[src/rtl/product_accumulator.sv]
// rtl/product_accumulator.sv - sums TERMS consecutive unsigned products and hands off the total over valid/ready
module product_accumulator #(
    parameter int N     = 4,
    parameter int TERMS = 4,
    parameter int ACC_W = 10
) (
    input  logic                           clk,
    input  logic                           rst_n,
    input  logic                           clear,
    input  logic [2*N-1:0]                 prod,
    input  logic                           in_valid,
    output logic                           in_ready,
    output logic [ACC_W-1:0]               sum,
    output logic                           ovf,
    output logic                           out_valid,
    input  logic                           out_ready,
    output logic [$clog2(TERMS+1)-1:0]     count
);

    localparam int CW = $clog2(TERMS + 1);

    typedef enum logic [1:0] {
        IDLE  = 2'd0,
        ACCUM = 2'd1,
        DONE  = 2'd2
    } state_t;

    state_t           state, state_next;
    logic [ACC_W-1:0] acc, acc_next;
    logic [CW-1:0]    count_r, count_next, count_inc;
    logic             ovf_r, ovf_next;
    logic             out_valid_r;
    logic             beat;
    logic [ACC_W-1:0] base;
    logic [ACC_W:0]   add_full;
    logic             last_term;

    assign in_ready  = (state != DONE);
    assign beat      = in_valid & in_ready;

    // The first beat of a group starts from zero so no explicit acc clear is needed on entry.
    assign base      = (state == IDLE) ? '0 : acc;
    assign add_full  = {1'b0, base} + (ACC_W + 1)'(prod);
    assign count_inc = (state == IDLE) ? CW'(1) : count_r + CW'(1);
    assign last_term = (count_inc == CW'(TERMS));

    always_comb begin
        state_next = state;
        acc_next   = acc;
        count_next = count_r;
        ovf_next   = ovf_r;
        if (clear) begin
            state_next = IDLE;
            acc_next   = '0;
            count_next = '0;
            ovf_next   = 1'b0;
        end else begin
            case (state)
                IDLE: begin
                    if (beat) begin
                        acc_next   = add_full[ACC_W-1:0];
                        count_next = count_inc;
                        ovf_next   = 1'b0;
                        state_next = last_term ? DONE : ACCUM;
                    end
                end
                ACCUM: begin
                    if (beat) begin
                        // Once saturated, stay pinned at all ones for the rest of the group.
                        if (add_full[ACC_W] || ovf_r) begin
                            acc_next = '1;
                            ovf_next = 1'b1;
                        end else begin
                            acc_next = add_full[ACC_W-1:0];
                        end
                        count_next = count_inc;
                        if (last_term) begin
                            state_next = DONE;
                        end
                    end
                end
                DONE: begin
                    if (out_ready) begin
                        state_next = IDLE;
                        acc_next   = '0;
                        count_next = '0;
                        ovf_next   = 1'b0;
                    end
                end
                default: begin
                    state_next = IDLE;
                    acc_next   = '0;
                    count_next = '0;
                    ovf_next   = 1'b0;
                end
            endcase
        end
    end

    always_ff @(posedge clk or negedge rst_n) begin
        if (!rst_n) begin
            state       <= IDLE;
            acc         <= '0;
            count_r     <= '0;
            ovf_r       <= 1'b0;
            out_valid_r <= 1'b0;
        end else begin
            state       <= state_next;
            acc         <= acc_next;
            count_r     <= count_next;
            ovf_r       <= ovf_next;
            out_valid_r <= (state_next == DONE);
        end
    end

    // Partial sums are never exposed; sum reads zero outside DONE.
    assign sum       = out_valid_r ? acc : '0;
    assign ovf       = ovf_r;
    assign out_valid = out_valid_r;
    assign count     = count_r;

endmodule

[config.mk]
export PLATFORM = sky130hd
export DESIGN_NAME = product_accumulator
export DESIGN_NICKNAME = d
export VERILOG_FILES = /design/src/rtl/product_accumulator.sv
export SDC_FILE = /design/constraint.sdc
export NUM_CORES = 1
export LEC_CHECK = 0
export CAP_MARGIN = 0
export CORE_AREA = 5 5 59 61
export CTS_CLUSTER_DIAMETER = 30
export DETAILED_ROUTE_END_ITERATION = 6
export DIE_AREA = 0 0 64 66
export PLACE_DENSITY = 0.79
export SLEW_MARGIN = 20
export SYNTH_ARGS = -nofsm -noshare
export SYNTH_HDL_FRONTEND = slang
export SYNTH_SLANG_ARGS = --single-unit
[constraint.sdc]
create_clock -name clk -period 3.8 [get_ports clk]
set_input_delay 0.95 -clock clk [delete_from_list [all_inputs] [get_ports clk]]
set_output_delay 0.95 -clock clk [all_outputs]
set_load 0.03 [all_outputs]
Word level (Yosys, flattened, before mapping):

Cells that the tools add are included.

* logic and storage cells: 50
* input port bits: 13
* flip-flop bits (word level): 17

* equal/unequal tests: 10
* muxes and demuxes: 26
* add/subtract/negate cells: 2
* reductions and logical operators: 6
* bitwise operators: 1

Operators by type and width (number)
* 10-bit two-way mux: 7
* 10-bit one-hot mux with 3 select lines: 1
* 2-bit two-way mux: 6
* 3-bit two-way mux: 4
* 3-bit inequality test, second input constant: 4
* 10-bit by 8-bit adder with 11-bit output: 1
* 2-bit one-hot mux with 3 select lines: 1
* 3-bit one-hot mux with 2 select lines: 1
* 1-bit two-way mux: 5
* 2-bit equality test, second input constant: 2
* 4-bit AND reduction: 1
* 3-bit by 1-bit adder with 3-bit output, second input constant: 1
* 3-bit equality test, second input constant: 1
* 3-bit by 1-bit inequality test with 1-bit output, second input constant: 1
* 1-bit one-hot mux with 3 select lines: 1
* 3-bit AND reduction: 1
* 2-bit by 1-bit equality test with 1-bit output, second input constant: 1
* 2-bit logical NOT: 1
* 2-bit inequality test, second input constant: 1
* 2-bit AND reduction: 1
* 2-bit OR reduction: 1
* 1-bit AND: 1
* 1-bit logical OR: 1

Depth between registers and ports, before layout:

Gate-level depths: netlist of run 1.

* word-level depth: 8
* mapped depth: 11
* gate-level depth less buffers: 10

Worst setup path after synthesis of run 1:

Ideal clock, no wire load.

* kind: input -> register
* from: input prod[0]
* to: register acc[7]
* arrival time: 2.696 ns
* slack: 1.034 ns
* data required time: 3.731 ns
* setup time: 0.069 ns
* cell stages on the path: 8
* path buffers: 0
* cell sequence: ha_1 -> inv_1 -> fa_1 -> and2b_4 -> o2111ai_4 -> a2111oi_4 -> o21bai_2 -> nand3_1

* longest elaborated chain between the ends: 6
* elaborated cells on any way between the ends: 7
* classes of those cells: add/sub (1); mux (5); reduce/logical (1)

RTL lines
* start: declaration: RTL line 10 `input logic [2*N-1:0] prod,`
* 10-bit by 8-bit adder with 11-bit output (*): RTL line 43 `assign add_full = {1'b0, base} + (ACC_W + 1)'(prod);`
* 1-bit logical OR: RTL line 70 `if (add_full[ACC_W] || ovf_r) begin`
* 10-bit two-way mux: RTL line 70
* 10-bit two-way mux: RTL line 68 `if (beat) begin`
* 10-bit one-hot mux with 3 select lines (*): RTL line 58 `case (state)`
* 10-bit two-way mux (*): RTL line 52 `if (clear) begin`
* end signal: assignment: RTL line 109 `acc <= acc_next;`
* end: declaration: RTL line 29 `logic [ACC_W-1:0] acc, acc_next;`

Every way passes the cells marked *; elsewhere a longest branch is shown, timed or not. The select of a mux whose other input is x is not followed.
A chain may end at the register's enable or synchronous reset.

Worst setup path after layout of run 1:

* from: input prod[0]
* to: register acc[6]

Same word-level chain as after synthesis.

==> results of run 1 <==
final timing paths:
path	end	cells after the start	startpoint	slack [ns]
min in group asynchronous	acc[2]	1	rst_n	1.10
worst max-delay path	acc[6]	9	prod[0]	0.65
max in group asynchronous	acc[9]	1	rst_n	2.21
worst max register to register	acc[6]	10	state[0]	0.76
worst min-delay path	acc[2]	2	acc[2]	0.52
worst min register to register	acc[2]	2	acc[2]	0.52
metal layers:
| layer | GRT usage, % | wire length (um) | vias up | part of all wire (%) |
|---|---|---|---|---|
| li1 | - | - | 643 | - |
| met1 | 22.01 | 1600 | 675 | 43 |
| met2 | 33.79 | 1854 | 48 | 50 |
| met3 | 2.551 | 182 | 8 | 4.9 |
| met4 | 8.052 | 76 | 0 | 2.0 |
| met5 | 0 | 0 | - | 0 |
stage by stage:
step	utilization (%)	hold slack, ns
after floorplan	-	0.4549
after global placement	57.35	0.4917
after detailed placement	57.35	0.4979
after CTS	58.25	0.5219
after global routing	58.25	0.5401
final	58.25	0.5182
state kept, by name (all words and copies together), names as in the netlist:
register   count
acc           10
count          3
state          2
out_valid      1
ovf            1
synth_stat cells, drive strengths merged (2+ instances only):
library cell	n	area, um^2
o21ai	22	110.1
nor2	9	36.29
nor2b	7	43.79
buf	3	22.52
o211ai	2	20.02
ha	9	112.6
xnor2	2	17.52
a21oi	7	38.79
a21o	6	47.55
dfrtp	17	425.4
inv	7	26.28
and2	11	68.82
nand4	3	18.77
o2111ai	2	35.04
nand2b	5	31.28
nand3	4	20.02
a211oi	5	37.54
clkbuf	2	7.510
nand2	19	71.32
a2111oi	2	36.29
and2b	2	17.52
a31oi	2	12.51
nor3	5	25.02
power breakdown:
| group | total, mW | leakage, nW | switching, mW | internal, mW |
|---|---|---|---|---|
| Sequential | 0.200 | 0.229 | 0.00962 | 0.190 |
| Combinational | 0.0967 | 0.470 | 0.0549 | 0.0418 |
| Clock | 0.101 | 0.0150 | 0.0602 | 0.0410 |
| Total | 0.397 | 0.714 | 0.125 | 0.273 |
area by class of cell:
class	instances	area share, %
Multi-Input combinational cell	135	53.12
Sequential cell	17	24.94
Timing Repair Buffer	28	16.43
Tap cell	33	2.421
Clock buffer	4	1.541
Inverter	7	1.541
critical path, cell delays in order:
cell and delay, ns:
clkdlybuf4s50_1 0.46, ha_1 0.19, inv_1 0.06, fa_1 0.40
and2b_4 0.29, o2111ai_4 0.15, a2111oi_4 0.60, a211oi_1 0.10
o21ai_1 0.16
cell families (layout without fill, tap and decap cells):
kind of cell	count (synthesis)	in the layout	synth area share (%)
AND/OR/NAND/NOR	70	70	26.78
AO/OA/AOI/OAI	52	52	26.96
flip-flops	17	17	30.66
buffers and inverters	12	39	4.058
adder cells (fa/ha/maj)	10	10	9.558
XOR/XNOR	2	2	1.263
multiplexers	1	1	0.7214
==> impl_metrics.csv, run 1 <==
group,metric,value,unit
cts,clk_latency,0.30,ns
routing,ant_nets,0,
hold_path,hold_path_class,"reg2reg",
timing,post-route-period-util,82.77,%
routing,firstDrtPassIters,4,
yosys,postSynthAreaPerCell,8.461,um^2
yosys,ys_seq_elements,17,
setup_path,cp.arrival,3.37,ns
power_and_ir_drop,ir_drop,0.0001934,V
grt,gr-usage-all-layers,18.78,%
final_layout,final_cell_mix,"28 x clkdlybuf4s50_1, 19 x nand2_1, 17 x dfrtp_1",
yosys,synth_nets,187,
floorplanning,rows,20,
grt,overflow,0,
timing,slew_violations,0,
timing,rsz0062_at_grt,"no",
yosys,ys_seq_area_share,30.66,%
timing,fin_crit,3.145,ns
timing,worst_slack,0.6548,ns
cts,root_buffer,"clkbuf_4",
cts,clock_sinks,17,
timing,fmax,0.3179,GHz
setup_path,start_kind,"input port",
routing,routed_wl,3714,um
floorplanning,die_h,66,um
place,dp_slack,0.3345,ns
place,dp_cells,220,
setup_path,critPathRequiredTime,4.02,ns
yosys,ys.flop_type,"dfrtp_1",
final_layout,final.fill_count,281,
grt,grt_max_degree,18,
final_layout,seqCellArea,425.4,um^2
cts,cts_setup_buffers,0,
place,port_buffers,28,
yosys,synth_edf_count,0,
setup_path,crit_fanout,7,
grt,grt_pass1_vias,1445,
routing,vias_per_cell,6.134,
floorplanning,io_pins,29,
status,status,"complete, no violations",
grt,antenna_found_initial,0,
timing,finalHoldViolCount,0,
yosys,synthCells,164,
timing,skew,0.002118,ns
routing,num_vias,1374,
setup_path,critPathKind,"in2reg",
final_layout,fin_nets,215,
job,cap_violations,0,
power_and_ir_drop,p_per_area,233.0,mW/mm^2
timing,final.setup.tns,0,ns
routing,wl_per_cell,16.58,um
final_layout,layout_commonest_cell,"clkdlybuf4s50_1",
place,dp_hpwl,2838,um
floorplanning,die_x,64,um
yosys,synth_cell_types,42,
cts,cts_hold_buf,0,
final_layout,n_antenna_cell,0,
grt,grt_pass1_wl,6389,um
yosys,yosys_warnings,0,
setup_path,setup.worst_path.end_class,"flop",
power_and_ir_drop,finalPower,397.4,uW
timing,relSlewSlack,47.23,%
final_layout,multi_input_area,905.9,um^2
cts,clock_path_buffers,2,
place,routabilityCongestion,0.8787,
routing,drtIter0Drc,76,
yosys,async_flop_share,100.0,%
floorplanning,die-area,0.004224,mm^2
routing,drc,0,
cts,cts_made_buffers,3,
place,dpl_cell_area,0.001679,mm^2
final_layout,syn_to_final_growth,22.90,%
cts,ctsResizeCount,0,
timing,tightest_slew,0.7891,ns
timing,setup-violations-final,0,
floorplanning,coreArea,0.002928,mm^2
floorplanning,start_util,47.39,%
cts,htree_levels,1,
cts,clk_transition_reported_paths,0.10,ns
power_and_ir_drop,p_leak,0.7137,nW
yosys,netlist_area,0.001388,mm^2
final_layout,layout-drive-gt1-share,6.283,%
cts,cts_tree,"done",
final_layout,finalNonFillerCells,224,
final_layout,design_area,0.001705,mm^2
Power figures use the tool's default switching activity.
==> inputs of run 2 (changes only) <==
Clock period 3.8 ns to 2.9 ns, I/O delays scaled along.
==> run 2 against run 1 <==
Against the previous run:
- clock skew increased by 0.0040 ns
- sequential share of layout area decreased by 1.5 points
- sequential cell count unchanged
- combinational power increased by 43%
- via count decreased by 0.44%
- sequential power increased by 30%
- critical path depth increased by 1
- routed wire length decreased by 0.43%
- critical endpoint is now acc[7]
- largest cell class unchanged
==> impl_metrics.csv, run 2 (same netlist as run 1, synthesis figures left out) <==
group,metric,value,unit
routing,ant_nets,0,
cts,ctsResizeCount,0,
timing,rsz0062_at_grt,"no",
grt,use_met1,23.19,%
hold_path,hold_path_class,"reg2reg",
place,port_buffers,28,
grt,grt_pass1_wl,6451,um
final_layout,layout-drive-gt1-share,13.17,%
cts,htree_levels,1,
floorplanning,start_util,47.39,%
cts,clock_sinks,17,
setup_path,start_kind,"input port",
final_layout,final_cell_mix,"28 x clkdlybuf4s50_1, 19 x nand2_1, 17 x dfrtp_1",
timing,fin_crit,2.715,ns
floorplanning,coreArea,0.002928,mm^2
routing,vias_per_cell,5.748,
timing,skew,0.006135,ns
place,routabilityCongestion,0.9434,
floorplanning,die_x,64,um
grt,gr-usage-all-layers,19.18,%
final_layout,seqCellArea,425.4,um^2
timing,final.setup.tns,0,ns
timing,finalHoldViolCount,0,
timing,slew_violations,0,
routing,drc,0,
final_layout,layout_commonest_cell,"clkdlybuf4s50_1",
final_layout,top_register,"acc",
cts,cts_setup_buffers,0,
setup_path,critPathKind,"in2reg",
setup_path,cp.arrival,2.97,ns
grt,overflow,0,
final_layout,syn_to_final_growth,30.57,%
cts,cts_hold_buf,0,
final_layout,n_antenna_cell,0,
power_and_ir_drop,finalPower,532.2,uW
timing,post-route-period-util,93.61,%
timing,setup-violations-final,0,
grt,grt_max_degree,18,
place,dp_hpwl,2889,um
routing,routed_wl,3698,um
setup_path,crit_fanout,4,
place,dpl_cell_area,0.001784,mm^2
grt,antenna_found_initial,0,
cts,root_buffer,"clkbuf_4",
cts,clk_transition_reported_paths,0.11,ns
routing,firstDrtPassIters,6,
power_and_ir_drop,ir_drop,0.0003299,V
power_and_ir_drop,p_per_area,293.8,mW/mm^2
floorplanning,rows,20,
timing,tightest_slew,0.7920,ns
job,cap_violations,0,
cts,clk_latency,0.31,ns
floorplanning,die-area,0.004224,mm^2
routing,wl_per_cell,15.54,um
cts,clock_path_buffers,2,
grt,use_met2,32.79,%
routing,num_vias,1368,
final_layout,fin_nets,229,
timing,fmax,0.3684,GHz
setup_path,critPathRequiredTime,3.15,ns
cts,cts_tree,"done",
timing,relSlewSlack,47.03,%
final_layout,largest_register_ff_count,10,
final_layout,design_area,0.001812,mm^2
cts,cts_made_buffers,3,
routing,drtIter0Drc,73,
floorplanning,die_h,66,um
final_layout,final.fill_count,262,
power_and_ir_drop,p_leak,0.7860,nW
grt,grt_use_met3,3.231,%
grt,grt_pass1_vias,1444,
status,status,"complete, no violations",
final_layout,multi_input_area,905.9,um^2
grt,grt.busiest_layer,"met2",
timing,holdWs,0.5101,ns
floorplanning,io_pins,29,
setup_path,setup.worst_path.end_class,"flop",
[run 2: final cells by class]
class | count | area share [%]
Multi-Input combinational cell | 135 | 50.00
Sequential cell | 17 | 23.48
Timing Repair Buffer | 42 | 21.27
Tap cell | 33 | 2.279
Inverter | 7 | 1.450
Clock buffer | 3 | 1.243
Clock inverter | 1 | 0.2762
[run 2: path summary, 6_finish.rpt]
path	to	slack, ns	from	depth (start not counted)
worst max-delay path	acc[7]	0.19	prod[0]	10
worst min-delay path	acc[6]	0.51	acc[6]	2
worst max register to register	acc[7]	0.35	state[0]	8
worst min register to register	acc[6]	0.51	acc[6]	2
max in group asynchronous	ovf	1.54	rst_n	1
min in group asynchronous	count[0]	0.86	rst_n	1
[run 2: per-layer routing]
metal	vias to the layer above	routed length, um
met2	40	1717
met4	0	112
li1	673	-
met1	643	1676
met5	-	0
met3	12	192
[run 2: stage by stage]
stage               instances  utilization [%]  setup WS (ns)
floorplan                 164                -         0.2132
global placement          234            60.94        -0.1168
detailed placement        234            60.94        -0.1633
CTS                       238            61.88         0.1751
global route              238            61.88        0.05697
finish                    238            61.88         0.1854
[run 2: worst max-delay path, cell delays in order]
cell,delay (ns)
clkdlybuf4s50_1,0.46
ha_1,0.16
inv_1,0.05
fa_1,0.37
and2b_4,0.28
o2111ai_4,0.12
a2111oi_4,0.40
buf_4,0.18
o21bai_2,0.10
nand3_1,0.11
[run 2: where the power goes]
group	leakage, nW	total (mW)	internal [mW]	switching [mW]
Sequential	0.229	0.259	0.249	0.0101
Combinational	0.540	0.138	0.0629	0.0754
Clock	0.0177	0.135	0.0516	0.0834
